===== config.mk =====
export PLATFORM = sky130hd
export DESIGN_NAME = gzip_block_sequencer
export DESIGN_NICKNAME = d
export VERILOG_FILES = /design/src/rtl/gzip_block_sequencer.sv
export SDC_FILE = /design/constraint.sdc
export NUM_CORES = 1
export LEC_CHECK = 0
export BUFFER_PORTS_ARGS = -buffer_cell sky130_fd_sc_hd__buf_2
export CORE_ASPECT_RATIO = 0.75
export CORE_MARGIN = 8
export CORE_UTILIZATION = 50
export DETAILED_ROUTE_END_ITERATION = 8
export GPL_TIMING_DRIVEN = 0
export HOLD_SLACK_MARGIN = 0.1
export PLACE_DENSITY = 0.74
export SLEW_MARGIN = 20
export SYNTH_ARGS = -nofsm -noshare
export SYNTH_HDL_FRONTEND = slang
export SYNTH_SLANG_ARGS = --single-unit

===== constraint.sdc =====
create_clock -name clk -period 2.5 [get_ports clk]
set_clock_uncertainty 0.1 [all_clocks]
set_input_delay 0.25 -clock clk [delete_from_list [all_inputs] [get_ports clk]]
set_output_delay 0.25 -clock clk [all_outputs]
set_load 0.005 [all_outputs]

===== src/rtl/gzip_block_sequencer.sv =====
`default_nettype none
`timescale 1ns/1ps
// ============================================================================
// Module      : gzip_block_sequencer
// Description : Block sequencer that sits after the block-ready pulse
//               synchronizer. On each accepted start pulse it moves exactly
//               block_len words from an FWFT FIFO to the compressor over a
//               valid/ready interface, flags the final word, and then emits
//               a one-cycle done_pl to the return-path synchronizer.
//               Optional macro GZIP_SEQ_PERF_CNT_EN adds a saturating
//               stall_cnt output.
// Revision    : 1.0 - initial release
// ============================================================================
module gzip_block_sequencer #(
    parameter int DATA_W = 32,
    parameter int LEN_W  = 16
) (
    input  logic              clk,
    input  logic              rst,
    input  logic              start_pl,
    input  logic [LEN_W-1:0]  block_len,
    input  logic              fifo_empty,
    input  logic [DATA_W-1:0] fifo_dout,
    output logic              fifo_rd_en,
    output logic [DATA_W-1:0] out_data,
    output logic              out_valid,
    output logic              out_last,
    input  logic              out_ready,
    output logic              done_pl,
    output logic              busy,
    output logic              overrun_err
`ifdef GZIP_SEQ_PERF_CNT_EN
    ,
    output logic [31:0]       stall_cnt
`endif
);

    typedef enum logic [1:0] {
        S_IDLE   = 2'd0,
        S_STREAM = 2'd1,
        S_DONE   = 2'd2
    } state_t;

    state_t              state_q, state_d;
    logic [LEN_W-1:0]    len_q, len_d;
    logic [LEN_W-1:0]    issued_q, issued_d;
    logic [DATA_W-1:0]   data_q, data_d;
    logic                valid_q, valid_d;
    logic                last_q, last_d;
    logic                overrun_q, overrun_d;
    logic                load;
    logic                accept;

    // Output slot is free when empty or being accepted this cycle; issued<len
    // keeps the word counter from ever passing len, so no wrap at max length.
    assign accept = valid_q & out_ready;
    assign load   = (state_q == S_STREAM) & ~fifo_empty & (issued_q < len_q)
                  & (~valid_q | out_ready);

    // Next-state, datapath and sticky-error computation
    always_comb begin
        state_d   = state_q;
        len_d     = len_q;
        issued_d  = issued_q;
        data_d    = data_q;
        valid_d   = valid_q;
        last_d    = last_q;
        overrun_d = overrun_q;

        if (load) begin
            data_d   = fifo_dout;
            valid_d  = 1'b1;
            last_d   = (issued_q == (len_q - LEN_W'(1)));
            issued_d = issued_q + LEN_W'(1);
        end else if (accept) begin
            valid_d = 1'b0;
            last_d  = 1'b0;
        end

        case (state_q)
            S_IDLE: begin
                if (start_pl) begin
                    if (block_len == '0) begin
                        state_d = S_DONE;
                    end else begin
                        state_d  = S_STREAM;
                        len_d    = block_len;
                        issued_d = '0;
                    end
                end
            end
            S_STREAM: begin
                if (accept && last_q) begin
                    state_d = S_DONE;
                end
            end
            S_DONE: begin
                state_d = S_IDLE;
            end
            default: begin
                state_d = S_IDLE;
            end
        endcase

        // A start pulse that arrives while a block is in flight is dropped
        if (start_pl && (state_q != S_IDLE)) begin
            overrun_d = 1'b1;
        end
    end

    // State and datapath registers
    always_ff @(posedge clk) begin
        if (rst) begin
            state_q   <= S_IDLE;
            len_q     <= '0;
            issued_q  <= '0;
            data_q    <= '0;
            valid_q   <= 1'b0;
            last_q    <= 1'b0;
            overrun_q <= 1'b0;
        end else begin
            state_q   <= state_d;
            len_q     <= len_d;
            issued_q  <= issued_d;
            data_q    <= data_d;
            valid_q   <= valid_d;
            last_q    <= last_d;
            overrun_q <= overrun_d;
        end
    end

    assign fifo_rd_en  = load;
    assign out_data    = data_q;
    assign out_valid   = valid_q;
    assign out_last    = last_q;
    assign done_pl     = (state_q == S_DONE);
    assign busy        = (state_q != S_IDLE);
    assign overrun_err = overrun_q;

`ifdef GZIP_SEQ_PERF_CNT_EN
    logic [31:0] stall_q, stall_d;

    // Stall counter: cleared on accepted start, saturating count of STREAM
    // cycles lost to an empty FIFO or downstream back-pressure
    always_comb begin
        stall_d = stall_q;
        if ((state_q == S_IDLE) && start_pl) begin
            stall_d = '0;
        end else if ((state_q == S_STREAM) && (fifo_empty || (valid_q && !out_ready))
                     && (stall_q != 32'hFFFF_FFFF)) begin
            stall_d = stall_q + 32'd1;
        end
    end

    // Stall counter register
    always_ff @(posedge clk) begin
        if (rst) begin
            stall_q <= '0;
        end else begin
            stall_q <= stall_d;
        end
    end

    assign stall_cnt = stall_q;
`endif

endmodule
`default_nettype wire


Word-level counts from Yosys, hierarchy flattened. Cells that the tools add are included.

Add/sub/neg operators: 2. Multipliers: 0. Divide/modulo/power cells: 0. Order comparisons: 1. Equal/unequal tests: 5. Shift-type cells: 0. Multiplexer cells: 11. Bitwise gates (word level): 8. Reductions and logical operators: 8.

Operators with widths (number): $mux W16 (4); $add A16 B1 Y16 const B (1); $eq A16 B16 Y1 (1); $logic_not A16 Y1 (1); $lt A16 B16 Y1 (1); $sub A16 B1 Y16 const B (1); $mux W2 (3); $and A1 B1 Y1 (4); $pmux W2 S2 (1); $reduce_bool A2 Y1 (2); $mux W1 (3); $not A1 Y1 (3); $reduce_and A3 Y1 (1); $eq A2 B1 Y1 const B (1); $eq A2 B2 Y1 const B (1); $logic_and A1 B1 Y1 (2); $logic_not A2 Y1 (1); $ne A2 B1 Y1 const B (1); $ne A2 B2 Y1 const B (1); $reduce_and A2 Y1 (1); $or A1 B1 Y1 (1).

Flip-flop bits (word level): 69. Latch bits: 0. RAM bits: 0. Memory bits (read-only): 0. Bits of input ports: 53. Output and inout bits: 38. Word-level logic and storage cells: 42. Memories: 0.

Logic depth before layout (Yosys ltp). Gate-level depths: netlist (run 1).

Depth after elaboration: 8. Mapped depth: 11. Gate-level depth less buffers: 9.

Worst setup path after synthesis (run 1). Ideal clock, no wire load.

Kind: flip-flop to flip-flop. From: register len_q[0]. To: register last_q (netlist: out_last). Library setup time: 84 ps. Arrival time: 2019 ps. Data required time: 2316 ps. Setup slack: 297 ps. Cell stages (with the launch flop): 9. Buffers on the path: 0. Clock period less this slack: 2203 ps. Cells stage by stage: dfxtp_1 inv_1 ha_1 nor4b_2 and2_4 or3b_4 a2111oi_4 nand4_1 o31ai_2.

Word-level cells in the longest chain between the ends: 4. Elaborated cells between the ends (all ways): 7. Classes of those cells: 1 x add/sub; 1 x order compare; 1 x eq/ne; 1 x mux; 2 x bitwise; 1 x reduce/logical.

Ends and longest elaborated chain: from (decl) (RTL line 45) `logic [LEN_W-1:0] len_q, len_d;`; from (signal assigned) (RTL line 123) `len_q <= len_d;`; branches (longest 4 deep; another with $sub A16 B1 Y16); to (signal assigned) (RTL line 127) `last_q <= last_d;`; to (decl) (RTL line 49) `logic last_q, last_d;`.

Parallel ways; which one is timed is not known. A chain may end at the register's enable or synchronous reset.

Worst setup path after layout (run 1).
From: register len_q[13]. To: output port fifo_rd_en.

Word-level cells in the longest chain between the ends: 3.

Ends and longest elaborated chain: $lt A16 B16 Y1 (RTL line 57) `assign load = (state_q == S_STREAM) & ~fifo_empty & (issued_q < len_q)`; $and A1 B1 Y1 (RTL line 57); $and A1 B1 Y1 (RTL line 58) `& (~valid_q | out_ready);`; to (decl) (RTL line 24) `output logic fifo_rd_en,`.

Every way passes these cells.

==> run_results.csv, run 1 <==
group,metric,value,unit
outcome,status,"completed",
die,rows,27,
synth,syn-num-nets,471,
finish,final_cells,668,
grt,grt-ovfl-total,0,
timing,hold_viol,0,
grt,grt_max_degree,13,
pwr,power_density,553.0,mW/mm^2
finish,design_area,0.005230,sq mm
route,wl,11.87,mm
pwr,vdd_drop_max,0.3802,mV
die,core_area,0.007196,sq mm
placement,port_buffers,89,
worst_setup_path,worst_r2r_path_depth,10,
synth,synth-simple-area-share,21.11,%
die,num_io_pins,91,
timing,period_minus_slack,2.492,ns
placement,gp_congestion,0.8459,
synth,synth_cell_types,50,
route,drtIter0Drc,235,
clocking,clkTransAtPathRegs,0.08,ns
synth,ys.flop_type,"dfxtp_1",
clocking,cts_tree,"yes",
placement,dp_hpwl,7.252,mm
synth,syn_area,0.003646,sq mm
worst_setup_path,path_class,"flip-flop to output port",
route,first_pass_iters,7,
timing,rsz0062_at_grt,"yes",
finish,nNetsFinal,633,
synth,yosysWarnings,0,
finish,diodes,0,
timing,setup_violations,0,
clocking,clk_latency,0.35,ns
worst_setup_path,path_max_fanout,4,
grt,grt_antenna_before_repair,0,
synth,synth_common_cells,"dfxtp_1, nor2_1, mux2i_1",
synth,synth-xor-area-share,5.285,%
synth,synth_area_leader_cell,"dfxtp_1",
worst_setup_path,critPathArrivalTime,2.14,ns
worst_setup_path,required,2.15,ns
die,die-area,0.01031,sq mm
timing,slew_headroom,63.72,%
synth,synth_compound_area_share,10.64,%
pwr,leakagePower,0.002229,uW
clocking,cts_sinks,69,
die,die_y,89.95,microns
finish,drive_gt1_share,30.69,%
synth,syn_inst,400,
synth,synth-edff-count,0,
worst_setup_path,crit_path_end_kind,"output port",
route,route.detailed.drc,0,
grt,grt_usage,22.24,%
synth,yosysMostFrequentCell,"dfxtp_1",
route,ant_nets,0,
grt,grt_pass1_wl,18.40,mm
timing,fmax,0.4013,GHz
finish,area_delta_synth_final,43.45,%
clocking,cts_made_buffers,9,
synth,avgSynthCellArea,9.115,sq um
worst_setup_path,startpoint_type,"flip-flop",
worst_hold_path,min_to,"state_q[1]$_SDFFE_PP0P_",
synth,synthTopCellsByArea,"dfxtp_1, mux2i_1, ha_1",
synth,ys_ff_latch,69,
clocking,htree_levels,3,
worst_hold_path,hold_class,"input port to flip-flop",
route,vias,3694,
synth,muxShareOfSynthArea,13.73,%
timing,slew_violations,0,
die,start_util,50.67,%
clocking,root_buffer,"clkbuf_8",
synth,seq_area_frac_synth,37.89,%
timing,fin_crit_sh,99.67,%
worst_hold_path,hp-start,"out_ready",
clocking,cts.path.max_buffers,2,
route,routed_via_density,5.530,
worst_setup_path,r2r-start,"len_q[13]$_SDFFE_PP0P_",
worst_hold_path,hold_depth,3,
timing,worstMarginPinSlew,0.5442,ns
worst_setup_path,reg2reg_slack,0.02,ns
die,die_x,114.6,microns
grt,first_global_vias,3649,
placement,placed_cells,590,
finish,n_fill_cell,480,
synth,synth-adder-area-share,6.177,%
synth,synth_top_family_by_area,"simple AND/OR/NAND/NOR gates",
placement,placed_area,0.004218,sq mm
synth,synth_top_area_share,37.89,%
run,drv_cap,0,
synth,ys_async_sr_fraction,0,%
route,wire_per_inst,17.76,microns
worst_setup_path,reg2reg_to,"issued_q[2]$_SDFF_PP0_",
[layout make-up]
cell class / instances / area [sq um] / area share [%]
inverter: 22 / 85.08 / 1.627
tap: 101 / 126.4 / 2.416
buffer: 19 / 153.9 / 2.943
timing repair buffer: 151 / 1041 / 19.90
multi-input combinational: 290 / 2181 / 41.70
clock buffer: 11 / 141.4 / 2.703
sequential: 69 / 1418 / 27.11
clock inverter: 5 / 83.83 / 1.603
[power breakdown]
part	switching, uW	internal (uW)
clock network	468	592
registers	43.6	1150
logic	312	328
total	824	2070
[layout by cell type (no fill, tap or decap), types with 4 or more instances in the layout]
| cell | instances |
|---|---|
| buf_2 | 91 |
| nor2_1 | 60 |
| dfxtp_1 | 52 |
| dlygate4sd3_1 | 49 |
| mux2i_1 | 48 |
| a21oi_1 | 21 |
| inv_1 | 20 |
| ha_1 | 15 |
| nand4_1 | 14 |
| xnor2_1 | 14 |
| nand2_1 | 13 |
| nand3_1 | 11 |
| clkbuf_8 | 11 |
| dfxtp_2 | 11 |
| buf_4 | 11 |
| clkbuf_1 | 8 |
| xor2_1 | 8 |
| o21ai_0 | 7 |
| dfxtp_4 | 6 |
| nand2b_1 | 5 |
| buf_6 | 5 |
| nor3_1 | 5 |
| or3_1 | 5 |
| o31ai_1 | 5 |
| or4_1 | 5 |
| o211ai_1 | 4 |
| nor4_1 | 4 |
[worst max path at each step]
stage / from / end / cells after the start
floorplan: len_q[0]$_SDFFE_PP0P_ / out_last$_SDFFE_PP0P_ / 8
global placement: len_q[7]$_SDFFE_PP0P_ / fifo_rd_en / 9
detailed placement: len_q[7]$_SDFFE_PP0P_ / out_data[8]$_SDFFE_PP0P_ / 10
CTS: len_q[13]$_SDFFE_PP0P_ / fifo_rd_en / 9
global route: len_q[15]$_SDFFE_PP0P_ / fifo_rd_en / 8
finish: len_q[13]$_SDFFE_PP0P_ / fifo_rd_en / 8
[metrics by stage]
step                setup TNS [ns]  hold slack (ns)  util (%)  setup slack, ns  total power [uW]
floorplan                        0           0.2895         -           0.2969              1555
global placement            -3.131           0.3498     58.62          -0.1260              1695
finish                           0           0.2186     72.68         0.008198              2892
CTS                              0           0.1816     70.70         0.006177              2837
global route               -0.3651           0.2217     72.68         -0.06117              2997
detailed placement          -4.676           0.3617     58.62          -0.1727              1707
[what timing repair did]
action / in CTS / in global routing
setup buffers: 9 / 4
endpoints found under the hold margin: 49 / 0
hold buffers: 49 / 0
pin swaps: 4 / 7
gates resized for setup: 28 / 35
endpoints found under the setup margin: 37 / 45
[layer usage]
layer  global-route usage (%)  wire (microns)  vias to the layer above
li1                         -               -                     1751
met2                    38.10            5858                      174
met4                    5.083             178                        0
met3                    5.945             942                       20
met5                        0               0                        -
met1                    26.93            4887                     1749
[state kept, by name, summed over array words and instances (netlist names)]
signal       cells
overrun_err      1
state_q          2
len_q           16
out_data        32
out_valid        1
out_last         1
issued_q        16
[worst max-delay path: stages (launching register included)]
cell	delay (ns)
dfxtp_2	0.38
inv_1	0.05
ha_1	0.32
nand4_1	0.22
a2111o_1	0.41
nand4_4	0.12
inv_4	0.06
buf_12	0.12
buf_2	0.11
[logic make-up (layout without fill, tap and decap cells)]
logic type                 count (synthesis)  in the layout
AOI/OAI and AO/OA                         57             57
xor gates and xnor gates                  22             22
buffers and inverters                     41            208
muxes                                     50             50
and+or+nand+nor                          143            143
DFF                                       69             69
adders and majority gates                 18             18
(Power assumes the default switching activity.)
==> run 2, diff against run 1 <==
CORE_ASPECT_RATIO = 1.1   (was 0.75)
==> run 2 against run 1 <==
The flow now finishes with violations (negative setup slack). Non-clock buffer count increased by 9. Worst hold slack got worse by 0.0013 ns. Sequential share of layout area shrank 0.15 points. Highest routed layer unchanged.
==> run_results.csv, run 2 (synthesized netlist as in run 1, its figures left out) <==
group,metric,value,unit
worst_setup_path,crit_path_end_kind,"output port",
outcome,violations,"negative setup slack",
finish,largest_reg_flops,32,
timing,setup_slack,-0.02328,ns
grt,grt_antenna_before_repair,0,
run,drv_cap,0,
clocking,cts.path.max_buffers,2,
worst_setup_path,critPathArrivalTime,2.17,ns
worst_setup_path,path_class,"flip-flop to output port",
worst_setup_path,slowest_delay,0.50,ns
placement,place_ws,-0.1119,ns
pwr,p_total,2752,uW
pwr,swShare,28.39,%
timing,hold_viol,0,
timing,slew_violations,0,
route,first_pass_iters,4,
timing,slew_headroom,62.73,%
finish,final_common_cell,"buf_2",
clocking,htree_levels,3,
timing,setup_violations,1,
timing,worstMarginPinSlew,0.5591,ns
placement,placed_area,0.004198,sq mm
worst_setup_path,crit_chain,"inv_4 > ha_4 > nand4_1 > a2111o_1 > nand4_4 > inv_6 > buf_12 > buf_2",
worst_setup_path,crit_family,"compound AO/OA/AOI/OAI gates",
pwr,p_sw,781.2,uW
timing,setup_tns,-0.02328,ns
clocking,root_buffer,"clkbuf_8",
timing,fin_crit_sh,100.9,%
worst_setup_path,required,2.15,ns
pwr,power_frac_clock,32.8,%
clocking,clkTransAtPathRegs,0.08,ns
route,routed_via_density,5.614,
finish,final_cell_mix,"buf_2, nor2_1, dfxtp_1, mux2i_1, dlygate4sd3_1",
die,die-area,0.01028,sq mm
pwr,p_comb_share,23.8,%
placement,gp_congestion,0.8377,
worst_setup_path,reg2reg_slack,0.02,ns
pwr,power_density,521.4,mW/mm^2
placement,port_buffers,89,
route,ant_nets,0,
worst_setup_path,reg2reg_to,"issued_q[5]$_SDFF_PP0_",
finish,design_area,0.005278,sq mm
route,wl,11.78,mm
die,num_io_pins,91,
pwr,p_int,1971,uW
finish,diodes,0,
finish,final_core_util,74.89,%
worst_setup_path,crit_end,"fifo_rd_en",
route,vias,3705,
die,die_x,97.42,microns
worst_hold_path,hold_class,"input port to flip-flop",
clocking,cts_made_buffers,9,
route,route.detailed.drc,0,
worst_setup_path,startpoint_type,"flip-flop",
timing,rsz0062_at_grt,"yes",
worst_setup_path,critPathSlowestCell,"a2111o_1",
grt,grt_pass1_wl,18.03,mm
die,rows,32,
die,start_util,51.74,%
worst_setup_path,crit_path_start,"len_q[12]$_SDFFE_PP0P_",
die,die_y,105.6,microns
timing,fmax,0.3963,GHz
grt,grt_max_degree,12,
pwr,leakagePower,0.002267,uW
worst_setup_path,r2r-start,"issued_q[13]$_SDFF_PP0_",
grt,grt-ovfl-total,0,
die,core_area,0.007047,sq mm
clocking,cts_sinks,69,
pwr,vdd_drop_max,0.4204,mV
placement,dp_hpwl,7.256,mm
finish,drive_gt1_share,32.70,%
grt,grt_usage,21.11,%
grt,first_global_vias,3702,
worst_setup_path,cp.depth,8,
route,drtIter0Drc,159,
timing,period_minus_slack,2.523,ns
finish,area_delta_synth_final,44.75,%
outcome,status,"finished with violations",
pwr,pwr-share-seq,43.4,%
worst_setup_path,worst_r2r_path_depth,8,
clocking,cts_tree,"yes",
worst_setup_path,cp_num_buf_inv,4,
finish,nNetsFinal,642,
worst_setup_path,path_max_fanout,4,
route,wire_per_inst,17.85,microns
clocking,clk_latency,0.35,ns
==> run 2: cell count changes in the layout (fill, tap and decap cells not counted), moves of 3 or more <==
cell and change:
ha_1 -4, buf_4 +11, inv_1 -4, ha_4 +4, inv_2 +3
==> run 2: final cells by class <==
cell class | instances | area (sq um)
plain buffers | 19 | 155.1
clock buffers | 11 | 141.4
clock inverters | 4 | 48.80
fillers | 455 | 1769
inverters | 22 | 90.09
multi-input cells | 290 | 2208
flip-flops and latches | 69 | 1423
well taps | 85 | 106.4
repair buffers | 160 | 1105
==> run 2: worst min path at each step <==
| stage | startpoint | to | cells past startpoint |
|---|---|---|---|
| after floorplan | start_pl | overrun_err$_SDFFE_PP0P_ | 2 |
| after global placement | overrun_err$_SDFFE_PP0P_ | overrun_err$_SDFFE_PP0P_ | 2 |
| after detailed placement | state_q[1]$_SDFFE_PP0P_ | state_q[1]$_SDFFE_PP0P_ | 1 |
| after CTS | out_ready | out_last$_SDFFE_PP0P_ | 4 |
| after global routing | out_ready | out_last$_SDFFE_PP0P_ | 4 |
| final | out_ready | out_last$_SDFFE_PP0P_ | 4 |
==> run 2: repair_timing <==
item,4_1_cts,5_1_grt
setup endpoints to repair,33,46
setup buffers,7,15
endpoints found under the hold margin,49,0
hold buffers,49,0
gates resized for setup,22,49
pin swaps,5,10
==> run 2: stage by stage <==
stage          hold slack (ns)  cells
3_5_place_dp            0.3588    574
3_3_place_gp            0.3457    574
4_1_cts                 0.1978    645
6_report                0.2174    660
2_1_floorplan           0.2895    400
5_1_grt                 0.2195    660
==> run 2: tightest hold or removal path, stage by stage <==
cell       delay, ns
buf_2           0.11
nand2_1         0.06
o2111ai_1       0.12
o31ai_2         0.08
==> run 2: power groups by stage <==
| stage | logic, uW | registers (uW) | clock network, uW |
|---|---|---|---|
| after global routing | 705 | 1200 | 966 |
| after CTS | 578 | 1190 | 912 |
| after floorplan | 345 | 1210 | 0 |
| final | 654 | 1200 | 903 |
| after global placement | 476 | 1210 | 0 |
| after detailed placement | 490 | 1210 | 0 |
==> run 2: per-layer routing <==
metal / global-route usage [%] / routed length (microns) / vias to the layer above
met5: 0 / 0 / -
met2: 37.74 / 6061 / 134
met4: 6.392 / 203 / 0
met1: 22.54 / 4609 / 1780
met3: 7.838 / 906 / 17
li1: - / - / 1774
==> run 3, diff against run 2 <==
CORE_UTILIZATION = 41   (was 50)
PLACE_DENSITY = 0.62   (was 0.74)
==> run 3 against run 2 <==
The flow now finishes without violations. Count of clock-buffer cells in the layout down 2. Critical path depth unchanged. Total power rose by 5.9%. Combinational power decreased by 4.7%. Routed wire length is 7.7% lower. Maximum frequency grew 2.1%. Critical path type unchanged.
==> run_results.csv, run 3 (synthesized netlist as in run 1, its figures left out) <==
group,metric,value,unit
finish,drive_gt1_share,31.11,%
clocking,clkTransAtPathRegs,0.08,ns
timing,setup_tns,0,ns
timing,period_minus_slack,2.471,ns
route,wl,10.88,mm
clocking,root_buffer,"clkbuf_8",
route,first_pass_iters,4,
clocking,cts_sinks,69,
placement,port_buffers,89,
timing,fin_crit_sh,98.82,%
die,start_util,41.72,%
clocking,cts_tree,"yes",
route,vias,3515,
finish,multi_input_area,0.002185,sq mm
clocking,htree_levels,3,
timing,slew_violations,0,
clocking,clk_latency,0.34,ns
worst_setup_path,path_class,"flip-flop to output port",
finish,area_delta_synth_final,44.58,%
worst_hold_path,hold_class,"input port to flip-flop",
die,num_io_pins,91,
grt,first_global_vias,3717,
worst_setup_path,critPathArrivalTime,2.12,ns
timing,rsz0062_at_grt,"yes",
die,core_area,0.008738,sq mm
worst_setup_path,critPathSlowestCell,"a2111o_1",
timing,fmax,0.4048,GHz
timing,hold_viol,0,
run,drv_cap,0,
finish,n_fill_cell,760,
finish,final_cell_mix,"buf_2, nor2_1, mux2i_1, dfxtp_1, dlygate4sd3_1",
die,rows,36,
worst_setup_path,startpoint_type,"flip-flop",
clocking,cts_made_buffers,9,
worst_setup_path,slowest_delay,0.52,ns
grt,grt_max_degree,13,
pwr,vdd_drop_max,0.3672,mV
route,routed_via_density,5.146,
finish,final_common_cell,"buf_2",
timing,worstMarginPinSlew,0.5998,ns
pwr,p_total,2915,uW
finish,nNetsFinal,636,
route,ant_nets,0,
placement,gp_congestion,0.8146,
finish,largest_reg_flops,32,
outcome,status,"completed",
timing,setup_violations,0,
pwr,power_density,553.0,mW/mm^2
die,die-area,0.01217,sq mm
finish,design_area,0.005271,sq mm
placement,placed_area,0.004234,sq mm
finish,final_core_util,60.32,%
route,wire_per_inst,15.93,microns
grt,grt-ovfl-total,0,
worst_setup_path,required,2.15,ns
placement,dp_hpwl,7.458,mm
timing,slew_headroom,60.01,%
die,die_x,105.9,microns
worst_setup_path,crit_path_end_kind,"output port",
worst_setup_path,path_max_fanout,3,
route,drtIter0Drc,106,
finish,diodes,0,
worst_setup_path,crit_chain,"inv_2 > ha_4 > nand4_1 > a2111o_1 > nand4_4 > clkinv_4 > buf_12 > buf_6",
finish,regArea,0.001418,sq mm
die,die_y,114.9,microns
pwr,leakagePower,0.002250,uW
grt,grt_usage,18.08,%
grt,grt_antenna_before_repair,0,
grt,grt_pass1_wl,17.91,mm
clocking,cts.path.max_buffers,2,
route,route.detailed.drc,0,
run 3: worst paths after layout:
check | startpoint | to | slack (ns) | cells past startpoint
setup / recovery | len_q[15]$_SDFFE_PP0P_ | fifo_rd_en | 0.03 | 8
hold / removal | out_ready | out_last$_SDFFE_PP0P_ | 0.22 | 4
setup reg to reg | issued_q[6]$_SDFF_PP0_ | issued_q[9]$_SDFF_PP0_ | 0.06 | 8
hold reg to reg | state_q[1]$_SDFFE_PP0P_ | state_q[1]$_SDFFE_PP0P_ | 0.37 | 1
run 3: routing by layer:
metal / wire length, microns / up-vias / part of all wire (%) / GRT usage (%)
li1: - / 1759 / - / -
met1: 4617 / 1632 / 42 / 19.93
met2: 5339 / 110 / 49 / 31.76
met3: 785 / 14 / 7.2 / 7.063
met4: 134 / 0 / 1.2 / 4.601
met5: 0 / - / 0 / 0
run 3: timing repair:
action                     CTS  global route
hold endpoints to repair    49             0
resized for setup           25            34
setup endpoints to repair   39            45
pin swaps                    6             7
buffers inserted            11             5
hold buffers                49             0
run 3: report_power, final:
| part | internal, uW | switching (uW) | leakage (uW) | total (uW) |
|---|---|---|---|---|
| combinational | 327 | 296 | 0.00156 | 623 |
| sequential | 1150 | 42.4 | 0.000571 | 1190 |
| clock | 659 | 441 | 0.000119 | 1100 |
| total | 2130 | 780 | 0.00225 | 2910 |
run 3: critical path: cells and delay by family, from the launching register on:
kind	cells	cell delay [ns]
AO/OA/AOI/OAI	1	0.52
adder cells (fa/ha/maj)	1	0.26
buffers and inverters	4	0.34
flip-flops	1	0.34
AND/OR/NAND/NOR	2	0.32
run 3: layout make-up:
class / count / area share (%)
Tap cell: 114 / 2.706
Clock inverter: 6 / 2.136
Multi-Input combinational cell: 290 / 41.44
Clock buffer: 9 / 2.350
Inverter: 22 / 1.662
Buffer: 19 / 2.658
Timing Repair Buffer: 154 / 20.15
Sequential cell: 69 / 26.89
run 3: through the flow:
step                hold slack, ns  worst slack (ns)  instances
floorplan                   0.2895            0.2969        400
global placement            0.3470           -0.1301        603
detailed placement          0.3571           -0.2091        603
CTS                         0.1994          0.003112        678
global route                0.2077          -0.05368        683
finish                      0.2173           0.02944        683
